### src/rtl/slave_resp_if.sv
// ----------------------------------------------------------------------------
// slave_resp_if
//
// Purpose: single-beat write handshake between the interconnect (master side)
//          and one slave write-responder (slave side).
//
// Signals:
//   valid     master -> slave  write request, held until accepted
//   addr_in   master -> slave  3-bit write address, stable while valid=1
//   value_in  master -> slave  3-bit write data, stable while valid=1
//   ready     slave  -> master registered accept strobe
// ----------------------------------------------------------------------------
interface slave_resp_if;
    logic       valid;
    logic [2:0] addr_in;
    logic [2:0] value_in;
    logic       ready;

    modport master (
        output valid,
        output addr_in,
        output value_in,
        input  ready
    );

    modport slave (
        input  valid,
        input  addr_in,
        input  value_in,
        output ready
    );
endinterface : slave_resp_if

### src/rtl/slave_resp.sv
// ----------------------------------------------------------------------------
// slave_resp
//
// Purpose: write-responder for one slave port of the interconnect. Accepts
//          single-beat writes over a valid/ready handshake into an 8x3
//          register file, with optional programmable wait states.
//
// Ports:
//   clk        rising-edge clock
//   rst_n      asynchronous active-low reset
//   bus        slave_resp_if.slave: valid, addr_in, value_in in; ready out
//   wait_cfg   wait states before ready (0-3), sampled in IDLE
//   rd_addr    read-port address
//   rd_data    registered read data of mem[rd_addr] (old value on same-edge write)
//   wr_count   accepted-write counter, saturates at 255
//   last_addr  address of the most recent accepted write
//
// Build option:
//   SLAVE_WAIT_EN  defined   -> wait_cfg honoured, WAIT state and counter built
//                  undefined -> wait_cfg ignored, IDLE goes straight to ACK
// ----------------------------------------------------------------------------
module slave_resp (
    input  logic               clk,
    input  logic               rst_n,
    slave_resp_if.slave        bus,
    input  logic [1:0]         wait_cfg,
    input  logic [2:0]         rd_addr,
    output logic [2:0]         rd_data,
    output logic [7:0]         wr_count,
    output logic [2:0]         last_addr
);

    typedef enum logic [1:0] {
        S_IDLE = 2'd0,
        S_WAIT = 2'd1,
        S_ACK  = 2'd2,
        S_GAP  = 2'd3
    } state_e;

    state_e     state_q, state_d;
    logic       ready_q;
    logic [2:0] mem_q [8];
    logic [2:0] rd_data_q;
    logic [7:0] wr_count_q;
    logic [2:0] last_addr_q;
    logic       handshake;

`ifdef SLAVE_WAIT_EN
    logic [1:0] cnt_q, cnt_d;
`else
    // wait_cfg is part of the fixed port list but has no effect in this build.
    logic unused_wait_cfg;
    assign unused_wait_cfg = ^wait_cfg;
`endif

    // A write is taken on the edge where the master still holds valid in ACK.
    assign handshake = (state_q == S_ACK) && bus.valid;

    // ------------------------------------------------------------------------
    // Next-state logic
    // ------------------------------------------------------------------------
    always_comb begin
        // NOTE: every variable assigned here gets a default first, so no path
        // leaves it unassigned and no latch is inferred.
        state_d = state_q;
`ifdef SLAVE_WAIT_EN
        cnt_d   = cnt_q;
`endif
        case (state_q)
            S_IDLE: begin
                if (bus.valid) begin
`ifdef SLAVE_WAIT_EN
                    if (wait_cfg == 2'd0) begin
                        state_d = S_ACK;
                    end else begin
                        state_d = S_WAIT;
                        cnt_d   = wait_cfg;
                    end
`else
                    state_d = S_ACK;
`endif
                end
            end
`ifdef SLAVE_WAIT_EN
            S_WAIT: begin
                if (!bus.valid) begin
                    // Master withdrew the request: abandon without writing.
                    state_d = S_IDLE;
                    cnt_d   = 2'd0;
                end else if (cnt_q == 2'd1) begin
                    state_d = S_ACK;
                    cnt_d   = 2'd0;
                end else begin
                    cnt_d   = cnt_q - 2'd1;
                end
            end
`endif
            S_ACK: begin
                state_d = bus.valid ? S_GAP : S_IDLE;
            end
            // One dead cycle swallows the interconnect's registered valid,
            // which is still high for one cycle after the handshake.
            S_GAP: begin
                state_d = S_IDLE;
            end
            default: begin
                state_d = S_IDLE;
            end
        endcase
    end

    // ------------------------------------------------------------------------
    // Control registers
    // ------------------------------------------------------------------------
    always_ff @(posedge clk or negedge rst_n) begin
        // NOTE: sequential state uses non-blocking assignments so every flop
        // samples pre-edge values regardless of process ordering.
        if (!rst_n) begin
            state_q <= S_IDLE;
            ready_q <= 1'b0;
`ifdef SLAVE_WAIT_EN
            cnt_q   <= 2'd0;
`endif
        end else begin
            state_q <= state_d;
            // Registered copy of "entering ACK"; ACK never lasts two cycles,
            // so ready can never be high on consecutive cycles.
            ready_q <= (state_d == S_ACK);
`ifdef SLAVE_WAIT_EN
            cnt_q   <= cnt_d;
`endif
        end
    end

    // ------------------------------------------------------------------------
    // Register file, read port and write bookkeeping
    // ------------------------------------------------------------------------
    always_ff @(posedge clk or negedge rst_n) begin
        if (!rst_n) begin
            // NOTE: the register file is built from flops and must read as all
            // zeros after reset, so every entry is cleared here.
            for (int i = 0; i < 8; i++) begin
                mem_q[i] <= 3'd0;
            end
            rd_data_q   <= 3'd0;
            wr_count_q  <= 8'd0;
            last_addr_q <= 3'd0;
        end else begin
            // Reads the pre-edge contents, so a same-edge write shows up on
            // rd_data one edge later.
            rd_data_q <= mem_q[rd_addr];
            if (handshake) begin
                mem_q[bus.addr_in] <= bus.value_in;
                last_addr_q        <= bus.addr_in;
                if (wr_count_q != 8'hFF) begin
                    wr_count_q <= wr_count_q + 8'd1;
                end
            end
        end
    end

    assign bus.ready = ready_q;
    assign rd_data   = rd_data_q;
    assign wr_count  = wr_count_q;
    assign last_addr = last_addr_q;

endmodule : slave_resp

### src/flat_wrapper.sv
// flat-port wrapper written by rule: the top's interface ports become plain ports
module slave_resp_flat 
  (clk, rst_n, wait_cfg, rd_addr, rd_data, wr_count, last_addr, bus_valid, bus_addr_in, bus_value_in, bus_ready);
  slave_resp_if bus_i ();
  input  logic clk;
  input  logic rst_n;
  input  logic [1:0] wait_cfg;
  input  logic [2:0] rd_addr;
  output logic [2:0] rd_data;
  output logic [7:0] wr_count;
  output logic [2:0] last_addr;
  input wire logic [$bits(bus_i.valid)-1:0] bus_valid;
  input wire logic [$bits(bus_i.addr_in)-1:0] bus_addr_in;
  input wire logic [$bits(bus_i.value_in)-1:0] bus_value_in;
  output wire logic [$bits(bus_i.ready)-1:0] bus_ready;
  assign bus_i.valid = bus_valid;
  assign bus_i.addr_in = bus_addr_in;
  assign bus_i.value_in = bus_value_in;
  assign bus_ready = bus_i.ready;
  slave_resp u_core (.clk(clk), .rst_n(rst_n), .bus(bus_i), .wait_cfg(wait_cfg), .rd_addr(rd_addr), .rd_data(rd_data), .wr_count(wr_count), .last_addr(last_addr));
endmodule
### config.mk
export PLATFORM = sky130hd
export DESIGN_NAME = slave_resp_flat
export DESIGN_NICKNAME = d
export VERILOG_FILES = /design/src/rtl/slave_resp_if.sv /design/src/rtl/slave_resp.sv /design/src/flat_wrapper.sv
export SDC_FILE = /design/constraint.sdc
export NUM_CORES = 1
export LEC_CHECK = 0
export ABC_AREA = 1
export ABC_CLOCK_PERIOD_IN_PS = 2450
export CELL_PAD_IN_SITES_DETAIL_PLACEMENT = 1
export CELL_PAD_IN_SITES_GLOBAL_PLACEMENT = 2
export CORE_MARGIN = 2
export CORE_UTILIZATION = 35
export CTS_BUF_LIST = sky130_fd_sc_hd__clkbuf_4
export DETAILED_ROUTE_END_ITERATION = 6
export PLACE_DENSITY = 0.95
export REMOVE_ABC_BUFFERS = 1
export SLEW_MARGIN = 20
export SYNTH_ARGS = -nofsm -noshare
export SYNTH_HDL_FRONTEND = slang
export SYNTH_SLANG_ARGS = --single-unit
### constraint.sdc
create_clock -name clk -period 2.45 [get_ports clk]
set_input_delay 0.49 -clock clk [delete_from_list [all_inputs] [get_ports clk]]
set_output_delay 0.49 -clock clk [all_outputs]
set_load 0.01 [all_outputs]
==> reports/results.env, run 1 <==
OUTCOME='completed'
CP_DATA_ARRIVAL_TIME_PS=1430
END_KIND='primary output'
GRT_PASS1_WL_UM=8307
CRITPATHLAUNCHTYPE='flop'
DETAILEDPLACEMENTHPWL_UM=3289
POWER_SWITCHING_uW=520.9
DOMINANTREGCELLSYNTH='dfrtp_1'
MIN_PERIOD_PS=1924
WIRELENGTH_UM=4505
CLOCK.FMAX_MHz=519.7
SW_RATIO=0.3093
SYNTHESIS.AREA_MM2=0.001892
TNS_PS=0
IO_PINS=29
FINISH.NET_COUNT=279
VIAS_PER_INST=4.710
YS_FF_LATCH=41
FINAL.SETUP.WORST_SLACK_PS=525.7
SYNTHTOLAYOUTAREAGROWTH_PCT=21.16
DRT-PASS1-ITER-COUNT=4
CRIT_PATH_CELLS='clkdlybuf4s50_1'
FINALMAXSLEWVIOLATIONS=0
CP_SLOWEST_STAGE_DELAY_PS=590
FINAL_UTIL=0.4432
POST_ROUTE_CELLS_DRIVE_ABOVE_1_SHARE=0.1057
CLOCKPOWERSHARE=0.214
MIN_PERIOD_OVER_PERIOD=0.7854
REPORT.FINAL.SETUP_VIOL=0
DRCVIOLATIONCOUNT=0
CLOCK_SINK_COUNT=41
TIMING.CLOCK.SKEW_PS=7.520
YS_TOP_CELLS_BY_COUNT='nand2_1, dfrtp_1, nor2_1'
GRT_START_MAX_NET_PINS=29
CP.REQUIRED_PS=1960
CTS_RESIZED=0
FIRST_GLOBAL_VIAS=1763
POST_SYNTHESIS_ASYNC_SET_OR_RESET_FLOP_SHARE=1.000
WORST-PATH-MAX-FANOUT=7
FP.DIEH_UM=77.52
LEAKAGEPOWER_uW=0.001094
YOSYSWARNINGCOUNT=0
DESIGN.CORE.AREA_MM2=0.005172
SYNTH_CELL_TYPE_COUNT=21
POST_DETAILED_ROUTE_WIRELENGTH_PER_CELL_UM=13.45
CELL_WITH_THE_MOST_INSTANCES_AFTER_SYNTHESIS='nand2_1'
YS_TOP_CELLS_BY_AREA='dfrtp_1, nand2_1, o21ai_1'
NUMBER_OF_LEVELS_THE_H_TREE_WAS_SPLIT_INTO=2
ROWS=26
SYNTH_AREA_PER_CELL_UM2=8.154
BUFFERS_PLUS_INVERTERS_ON_THE_WORST_SETUP_PATH=1
POST_CTS_HOLD_BUFFER_COUNT=0
CLOCK_TREE.BUFFER_DEPTH=2
FINAL_ANTENNA_VIOLATING_NET_COUNT=0
DETAILED_PLACE.AREA_MM2=0.002232
WORSTSETUPPATHDEPTH=1
CRIT_FAMILY='buffers and inverters'
P_INT_uW=1163
RSZ0062_AT_GRT='false'
CTS_SETUP_BUFFERS=0
ROUTE.VIAS.TOTAL=1578
GRT_ANTENNA_BEFORE_REPAIR=0
INSERTION_DELAY_OF_THE_LATER_CLOCKED_PIN_IN_THE_WORST_SKEW_PAIR_PS=350
YS_SEQ_AREA_FRAC=0.5423
POWER.SHARE.COMBINATIONAL=0.240
MIN-DELAY-PATH-CLASS='input port to asynchronous set/reset pin'
FINAL_AREA_MM2=0.002292
CTS_TREE='done'
CTSROOTBUFFERMASTER='clkbuf_4'
YOSYSTOPAREACELL='dfrtp_1'
PORTBUFFERS=26
SYNTH_LARGEST_TYPE_AREA_FRACTION=0.5423
INITIAL_UTILIZATION=0.3657
POWER.SHARE.SEQUENTIAL=0.546
TIMING.REG2REG.WORST_PATH_DEPTH=8
GRT_USAGE=0.1771
CTS_BUF_COUNT=5
OVERFLOW=0
ANTENNA-DIODE-COUNT=0
MAXCAPVIOLATIONS=0
DR.FIRST_ITER.DRC_COUNT=83
SLEW-LIMIT-HEADROOM=0.7493
FILLER_CELL_COUNT=631
TIMING_WORST_SLEW_PIN_VALUE_PS=374.9
AREA.SEQUENTIAL_MM2=0.001026
DIE_AREA_MM2=0.006009
VDD_DROP_MAX_mV=0.3337
AREA_OCCUPIED_BY_MULTI_INPUT_GATES_UM2=769.5
SYNTH_EDF_COUNT=0
PRE_CTS_SLACK_PS=608.7
CRITICAL-PATH-SLOWEST-CELL='clkdlybuf4s50_1'
GP_CONGESTION=0.7087
NETLIST_INSTANCES=232
DIE_W_UM=77.52
CTS.REPORTEDPATHS.CLKPINSLEW_PS=120
FINALHOLDVIOLCOUNT=0
CRIT_TYPE='flop to primary output'
CELLPOWERDENSITY_mW_PER_MM2=734.6
flip-flops by register name (all words and copies together) (netlist names):
name              cells
u_core.rd_data        3
u_core.state_q        2
u_core.bus.ready      1
u_core.mem_q         24
u_core.last_addr      3
u_core.wr_count       8
metal layers:
layer	routed length, µm	global-route usage	vias up
met1	2093	0.2240	752
li1	-	-	791
met5	0	0	-
met3	160	0.04186	7
met4	73	0.06429	0
met2	2178	0.2957	28
layout make-up:
cell class / instances / share of cell area
sequential: 41 / 0.4476
tap: 70 / 0.03821
inverter: 21 / 0.03439
clock buffer: 8 / 0.02620
timing repair buffer: 28 / 0.1179
multi-input combinational: 167 / 0.3357
final timing paths:
check	start	to	slack, ps
max in group asynchronous	rst_n	u_core.wr_count[3]$_DFFE_PN0P_	1760
hold reg to reg	u_core.state_q[0]$_DFF_PN0_	u_core.state_q[1]$_DFF_PN0_	480
min in group clk	u_core.state_q[0]$_DFF_PN0_	u_core.state_q[1]$_DFF_PN0_	480
hold / removal	rst_n	u_core.mem_q[0]$_DFFE_PN0P_	20
setup reg to reg	u_core.wr_count[0]$_DFFE_PN0P_	u_core.wr_count[5]$_DFFE_PN0P_	1000
setup / recovery	u_core.wr_count[2]$_DFFE_PN0P_	wr_count[2]	530
power by group through the flow:
stage | registers (µW) | clock network (µW) | logic, µW
3_3_place_gp | 927 | 0 | 395
5_1_grt | 942 | 407 | 477
3_5_place_dp | 932 | 0 | 411
6_report | 919 | 361 | 404
2_1_floorplan | 932 | 0 | 206
4_1_cts | 920 | 384 | 414
kinds of logic (layout without fill, tap and decap cells):
group | after synthesis | after routing | share of synthesized area
AOI/OAI and AO/OA | 42 | 42 | 0.1151
xor gates and xnor gates | 2 | 2 | 0.009261
adders and majority gates | 1 | 1 | 0.006613
buffers and inverters | 24 | 57 | 0.05092
DFF | 41 | 41 | 0.5423
and+or+nand+nor | 122 | 122 | 0.2758
metrics by stage:
stage          instances  total power (µW)  hold WS (ps)
2_1_floorplan        229              1137         194.4
3_3_place_gp         327              1323         402.7
3_5_place_dp         327              1344         403.9
4_1_cts              335              1717         4.355
5_1_grt              335              1825         3.925
6_report             335              1684         15.92
cells in the final DEF (no fill, tap or decap), drive strengths merged:
| cell type | n |
|---|---|
| a21oi | 2 |
| buf | 3 |
| clkbuf | 8 |
| clkdlybuf4s50 | 25 |
| dfrtp | 41 |
| ha | 1 |
| inv | 21 |
| nand2 | 82 |
| nand3 | 4 |
| nor2 | 35 |
| nor3 | 1 |
| o211ai | 3 |
| o21ai | 37 |
| xnor2 | 1 |
| xor2 | 1 |
worst reg2reg max path, delay by kind of cell, from the launching register on:
kind / cells / cell delay, ps
simple gates: 6 / 550
buf+inv: 1 / 60
fa+ha+maj: 1 / 270
flops: 1 / 490
(Power assumes the default switching activity.)
==> run 2, diff against run 1 <==
ABC_CLOCK_PERIOD_IN_PS = 1700   (was 2450)
CORE_UTILIZATION = 29   (was 35)
PLACE_DENSITY = 0.85   (was 0.95)
clock period = 1.7 ns   (was 2.45 ns; I/O delays follow)
==> reports/results.env, run 2 (synthesis results as in run 1) <==
OUTCOME='completed'
PORTBUFFERS=26
FP.DIEH_UM=84.77
DIE_AREA_MM2=0.007186
VDD_DROP_MAX_mV=0.4267
POWER_SWITCHING_uW=795.6
NUMBER_OF_LEVELS_THE_H_TREE_WAS_SPLIT_INTO=2
CRITPATHLAUNCHTYPE='flop'
CP_DATA_ARRIVAL_TIME_PS=1270
CELLPOWERDENSITY_mW_PER_MM2=1033
GRT_PASS1_WL_UM=8362
P_INT_uW=1656
BUFFERS_PLUS_INVERTERS_ON_THE_WORST_SETUP_PATH=1
REPORT.FINAL.SETUP_VIOL=0
WIRELENGTH_UM=4767
CTSROOTBUFFERMASTER='clkbuf_4'
MIN_PERIOD_PS=1614
DETAILEDPLACEMENTHPWL_UM=3466
CP.REQUIRED_PS=1360
INSERTION_DELAY_OF_THE_LATER_CLOCKED_PIN_IN_THE_WORST_SKEW_PAIR_PS=350
REGTOREGSETUPSLACK_PS=250
CLOCKPOWERSHARE=0.195
POWER.SHARE.SEQUENTIAL=0.531
SLEW-LIMIT-HEADROOM=0.7281
GRT_ANTENNA_BEFORE_REPAIR=0
TNS_PS=0
DR.FIRST_ITER.DRC_COUNT=55
ROWS=29
POST_DETAILED_ROUTE_WIRELENGTH_PER_CELL_UM=13.62
CRIT_TYPE='flop to primary output'
CP_SLOWEST_STAGE_DELAY_PS=540
CTS_TREE='done'
MIN-DELAY-PATH-CLASS='input port to asynchronous set/reset pin'
DRT-PASS1-ITER-COUNT=4
MIN_PERIOD_OVER_PERIOD=0.9494
TIMING.CLOCK.SKEW_PS=3.242
FINISH.NET_COUNT=287
GP_CONGESTION=0.7639
SW_RATIO=0.3245
DIE_W_UM=84.77
CLOCK.FMAX_MHz=619.6
OVERFLOW=0
CLOCK_SINK_COUNT=41
MOST_COMMON_LIBRARY_CELL_IN_THE_LAYOUT_IGNORING_FILL_AND_TAPS='nand2_1'
GRT_USAGE=0.1460
FINAL_ANTENNA_VIOLATING_NET_COUNT=0
LARGEST_REG_FLOPS=24
IO_PINS=29
CRIT_FAMILY='buffers and inverters'
FINALMAXSLEWVIOLATIONS=0
POWER.SHARE.COMBINATIONAL=0.274
MAXCAPVIOLATIONS=0
FIRST_GLOBAL_VIAS=1771
RSZ0062_AT_GRT='false'
DESIGN.CORE.AREA_MM2=0.006314
WORST-PATH-MAX-FANOUT=2
TOP_REGISTER='u_core.mem_q'
LEAKAGEPOWER_uW=0.001180
ANTENNA-DIODE-COUNT=0
GRT_START_MAX_NET_PINS=27
TOTALPOWERFINAL_uW=2452
FINAL_CELL_MIX='nand2_1, dfrtp_1, nor2_1, o21ai_1, clkdlybuf4s50_1'
CRIT_PATH_CELLS='clkdlybuf4s50_1'
SYNTHTOLAYOUTAREAGROWTH_PCT=25.46
CRITICAL-PATH-SLOWEST-CELL='clkdlybuf4s50_1'
END_KIND='primary output'
CTS_BUF_COUNT=5
FINALHOLDVIOLCOUNT=0
POST_ROUTE_CELLS_DRIVE_ABOVE_1_SHARE=0.1245
TIMING_WORST_SLEW_PIN_VALUE_PS=407.8
CLOCK_TREE.BUFFER_DEPTH=2
ROUTE.VIAS.TOTAL=1599
DRCVIOLATIONCOUNT=0
VIAS_PER_INST=4.569
INITIAL_UTILIZATION=0.2996
CTS.REPORTEDPATHS.CLKPINSLEW_PS=120
==> run 2: routing by layer <==
| layer | GRT usage | part of all wire | vias to the layer above |
|---|---|---|---|
| met5 | 0 | 0 | - |
| met4 | 0.04762 | 0.012 | 0 |
| met3 | 0.02852 | 0.032 | 5 |
| met2 | 0.2470 | 0.49 | 26 |
| met1 | 0.1877 | 0.47 | 756 |
| li1 | - | - | 812 |
==> run 2: layout make-up <==
class,instances,area (µm²)
clock buffers,5,37.54
clock inverters,3,12.51
fillers,785,3940
inverters,21,78.83
multi-input cells,167,769.5
flip-flops and latches,41,1027
well taps,77,96.34
repair buffers,36,351.6
==> run 2: metrics by stage <==
step	setup WS, ps	hold slack, ps	util	std cells	cell area [µm²]
after floorplan	397.6	44.41	-	229	1874
after global placement	45.47	289.3	0.3593	336	2268
after detailed placement	5.669	294.2	0.3593	336	2268
after CTS	7.383	430.4	0.3724	348	2351
after global routing	8.327	437.7	0.3759	350	2374
final	85.96	434.7	0.3759	350	2374
==> run 2: repair_timing <==
item | in CTS | in global routing
endpoints found under the setup margin | 4 | 4
hold buffers | 1 | 0
gates resized for setup | 2 | 3
hold endpoints to repair | 15 | 0
pin swaps | 0 | 0
setup buffers | 3 | 2
==> run 2: worst paths after layout <==
path,start,cells after the start,to
worst max register to register,u_core.wr_count[1]$_DFFE_PN0P_,9,u_core.wr_count[4]$_DFFE_PN0P_
worst min register to register,u_core.state_q[0]$_DFF_PN0_,1,u_core.state_q[1]$_DFF_PN0_
worst min-delay path,rst_n,2,u_core.mem_q[9]$_DFFE_PN0P_
max in group asynchronous,rst_n,3,u_core.wr_count[0]$_DFFE_PN0P_
worst max-delay path,u_core.wr_count[5]$_DFFE_PN0P_,1,wr_count[5]
min in group clk,u_core.state_q[0]$_DFF_PN0_,1,u_core.state_q[1]$_DFF_PN0_
==> run 2: power by group through the flow <==
stage / combinational [µW] / clock [µW] / sequential, µW
6_report: 671 / 479 / 1300
5_1_grt: 773 / 548 / 1330
4_1_cts: 669 / 509 / 1310
3_5_place_dp: 635 / 0 / 1330
3_3_place_gp: 610 / 0 / 1320
2_1_floorplan: 297 / 0 / 1340
==> run 3, diff against run 2 <==
CORE_MARGIN = 8   (was 2)
CORE_UTILIZATION = 34   (was 29)
DONT_BUFFER_PORTS = 1   (was unset)
==> reports/results.env, run 3 (synthesis results as in run 1) <==
POST_DETAILED_ROUTE_WIRELENGTH_PER_CELL_UM=14.54
WIRELENGTH_UM=4537
TOP_REGISTER='u_core.mem_q'
TIMING.HOLD.WS_PS=90.15
CRIT_PATH_CELLS='ha_1 -> nand2_2 -> nor2_1 -> nand2_1 -> nand2_4 -> inv_2 -> nand2_1 -> nand2_1'
OUTCOME='completed'
MIN_PERIOD_OVER_PERIOD=0.8517
DETAILED_PLACE.AREA_MM2=0.001972
MOST_COMMON_LIBRARY_CELL_IN_THE_LAYOUT_IGNORING_FILL_AND_TAPS='nand2_1'
FINISH.NET_COUNT=254
GRT_USAGE=0.1198
GP_CONGESTION=0.7280
DRCVIOLATIONCOUNT=0
FINALHOLDVIOLCOUNT=0
CP_SLOWEST_STAGE_DELAY_PS=480
CELLPOWERDENSITY_mW_PER_MM2=1154
REPORT.FINAL.SETUP_VIOL=0
CRIT_FAMILY='simple AND/OR/NAND/NOR gates'
MIN_PERIOD_PS=1448
ROUTE.VIAS.TOTAL=1506
FP.DIEH_UM=90.60
PRE_CTS_SLACK_PS=249.4
CTS_BUF_COUNT=5
FINAL_ANTENNA_VIOLATING_NET_COUNT=0
FINALMAXSLEWVIOLATIONS=0
GRT_PASS1_WL_UM=7928
DIE_AREA_MM2=0.008207
OVERFLOW=0
CTSROOTBUFFERMASTER='clkbuf_4'
CLOCK.FMAX_MHz=690.6
R2R_END='u_core.wr_count[4]$_DFFE_PN0P_'
CRIT_TOP_CELL='nand2_1'
RSZ0062_AT_GRT='false'
TIMING_WORST_SLEW_PIN_VALUE_PS=338.1
ROWS=27
FINAL.SETUP.WORST_SLACK_PS=252.0
CRITPATHLAUNCHTYPE='flop'
PORTBUFFERS=0
LARGEST_REG_FLOPS=24
REGTOREGSETUPSLACK_PS=250
TNS_PS=0
INSERTION_DELAY_OF_THE_LATER_CLOCKED_PIN_IN_THE_WORST_SKEW_PAIR_PS=350
INITIAL_UTILIZATION=0.3478
ANTENNA-DIODE-COUNT=0
IO_PINS=29
TIMING.REG2REG.WORST_PATH_DEPTH=8
POST_CTS_HOLD_BUFFER_COUNT=2
HOLD_PATH.STARTPOINT='rd_addr[2]'
CRIT_TYPE='flop to flop'
WORST-PATH-MAX-FANOUT=7
END_KIND='flop'
TIMING.CLOCK.SKEW_PS=9.867
MAXCAPVIOLATIONS=0
DETAILEDPLACEMENTHPWL_UM=3320
CP.REQUIRED_PS=1950
GRT_START_MAX_NET_PINS=42
DESIGN.CORE.AREA_MM2=0.005439
DRT-PASS1-ITER-COUNT=4
DIE_W_UM=90.60
CTS_TREE='done'
MIN-DELAY-PATH-CLASS='input port to flop'
NUMBER_OF_LEVELS_THE_H_TREE_WAS_SPLIT_INTO=2
GRT_ANTENNA_BEFORE_REPAIR=0
MIN_DELAY_PATH_DEPTH=2
DR.FIRST_ITER.DRC_COUNT=50
FINAL_CELL_MIX='nand2_1, dfrtp_1, nor2_1, o21ai_1, inv_1'
CLOCK_TREE.BUFFER_DEPTH=2
CRITICAL-PATH-SLOWEST-CELL='dfrtp_1'
VIAS_PER_INST=4.827
SLEW-LIMIT-HEADROOM=0.7744
CLOCK_SINK_COUNT=41
FINAL_AREA_MM2=0.002081
FIRST_GLOBAL_VIAS=1567
LEAKAGEPOWER_uW=0.001012
POST_ROUTE_CELLS_DRIVE_ABOVE_1_SHARE=0.1083
WORSTHOLDENDPOINT='u_core.rd_data[1]$_DFF_PN0_'
SYNTHTOLAYOUTAREAGROWTH_PCT=9.987
CP_DATA_ARRIVAL_TIME_PS=1700
WORSTREG2REGSTART='u_core.wr_count[1]$_DFFE_PN0P_'
CTS.REPORTEDPATHS.CLKPINSLEW_PS=130
CTS_RESIZED=0
CTS_SETUP_BUFFERS=0
VDD_DROP_MAX_mV=0.4084
BUFFERS_PLUS_INVERTERS_ON_THE_WORST_SETUP_PATH=1
-- run 3: cell types whose count changed in the layout (fill, tap and decap cells not counted) --
cell,previous run,this run
clkinv_1,2,1
dlymetal6s2s_1,3,0
clkdlybuf4s50_1,21,0
dfrtp_2,1,0
dfrtp_1,40,41
clkbuf_4,5,6
buf_4,8,1
buf_2,1,0
dlygate4sd2_1,1,0
bufinv_16,0,1
clkinv_2,1,0
-- run 3: worst register-to-register path: cells and delay by family, from the launching register on --
kind	cells	cell delay, ps
flip-flops	1	480
AND/OR/NAND/NOR	6	550
buffers and inverters	1	60
adder cells (fa/ha/maj)	1	260
-- run 3: cell type report --
cell class / count / area [µm²]
Sequential cell: 41 / 1026
Multi-Input combinational cell: 167 / 769.5
Tap cell: 72 / 90.09
Fill cell: 666 / 3358
Timing Repair Buffer: 3 / 37.54
Inverter: 21 / 78.83
Clock buffer: 6 / 45.04
Clock inverter: 2 / 33.78
-- run 3: worst max-delay path by stage --
stage | startpoint | endpoint | slack [ps] | depth (start not counted)
finish | u_core.wr_count[1]$_DFFE_PN0P_ | u_core.wr_count[4]$_DFFE_PN0P_ | 250 | 8
global route | u_core.wr_count[1]$_DFFE_PN0P_ | u_core.wr_count[4]$_DFFE_PN0P_ | 120 | 8
CTS | u_core.wr_count[1]$_DFFE_PN0P_ | u_core.wr_count[4]$_DFFE_PN0P_ | 230 | 8
detailed placement | u_core.wr_count[1]$_DFFE_PN0P_ | u_core.wr_count[4]$_DFFE_PN0P_ | 250 | 8
global placement | u_core.wr_count[1]$_DFFE_PN0P_ | u_core.wr_count[4]$_DFFE_PN0P_ | 290 | 8
floorplan | u_core.wr_count[0]$_DFFE_PN0P_ | u_core.wr_count[4]$_DFFE_PN0P_ | 400 | 8
-- run 3: report_power, final --
part / internal (µW) / total [µW] / switching, µW
registers: 1170 / 1350 / 180
logic: 170 / 402 / 232
clock network: 322 / 647 / 324
total: 1670 / 2400 / 736
-- run 3: layer usage --
| metal | share of wire | wire (µm) | up-vias | GRT usage |
|---|---|---|---|---|
| met2 | 0.46 | 2093 | 19 | 0.1845 |
| met1 | 0.47 | 2141 | 732 | 0.1522 |
| met5 | 0 | 0 | - | 0 |
| met3 | 0.051 | 233 | 6 | 0.03741 |
| li1 | - | - | 749 | - |
| met4 | 0.015 | 69 | 0 | 0.04577 |
-- run 3: stage by stage --
stage               power (µW)  instances    util
floorplan                 1639        229       -
global placement          1743        302  0.3625
detailed placement        1764        302  0.3625
CTS                       2437        312  0.3826
global route              2569        312  0.3826
finish                    2402        312  0.3826
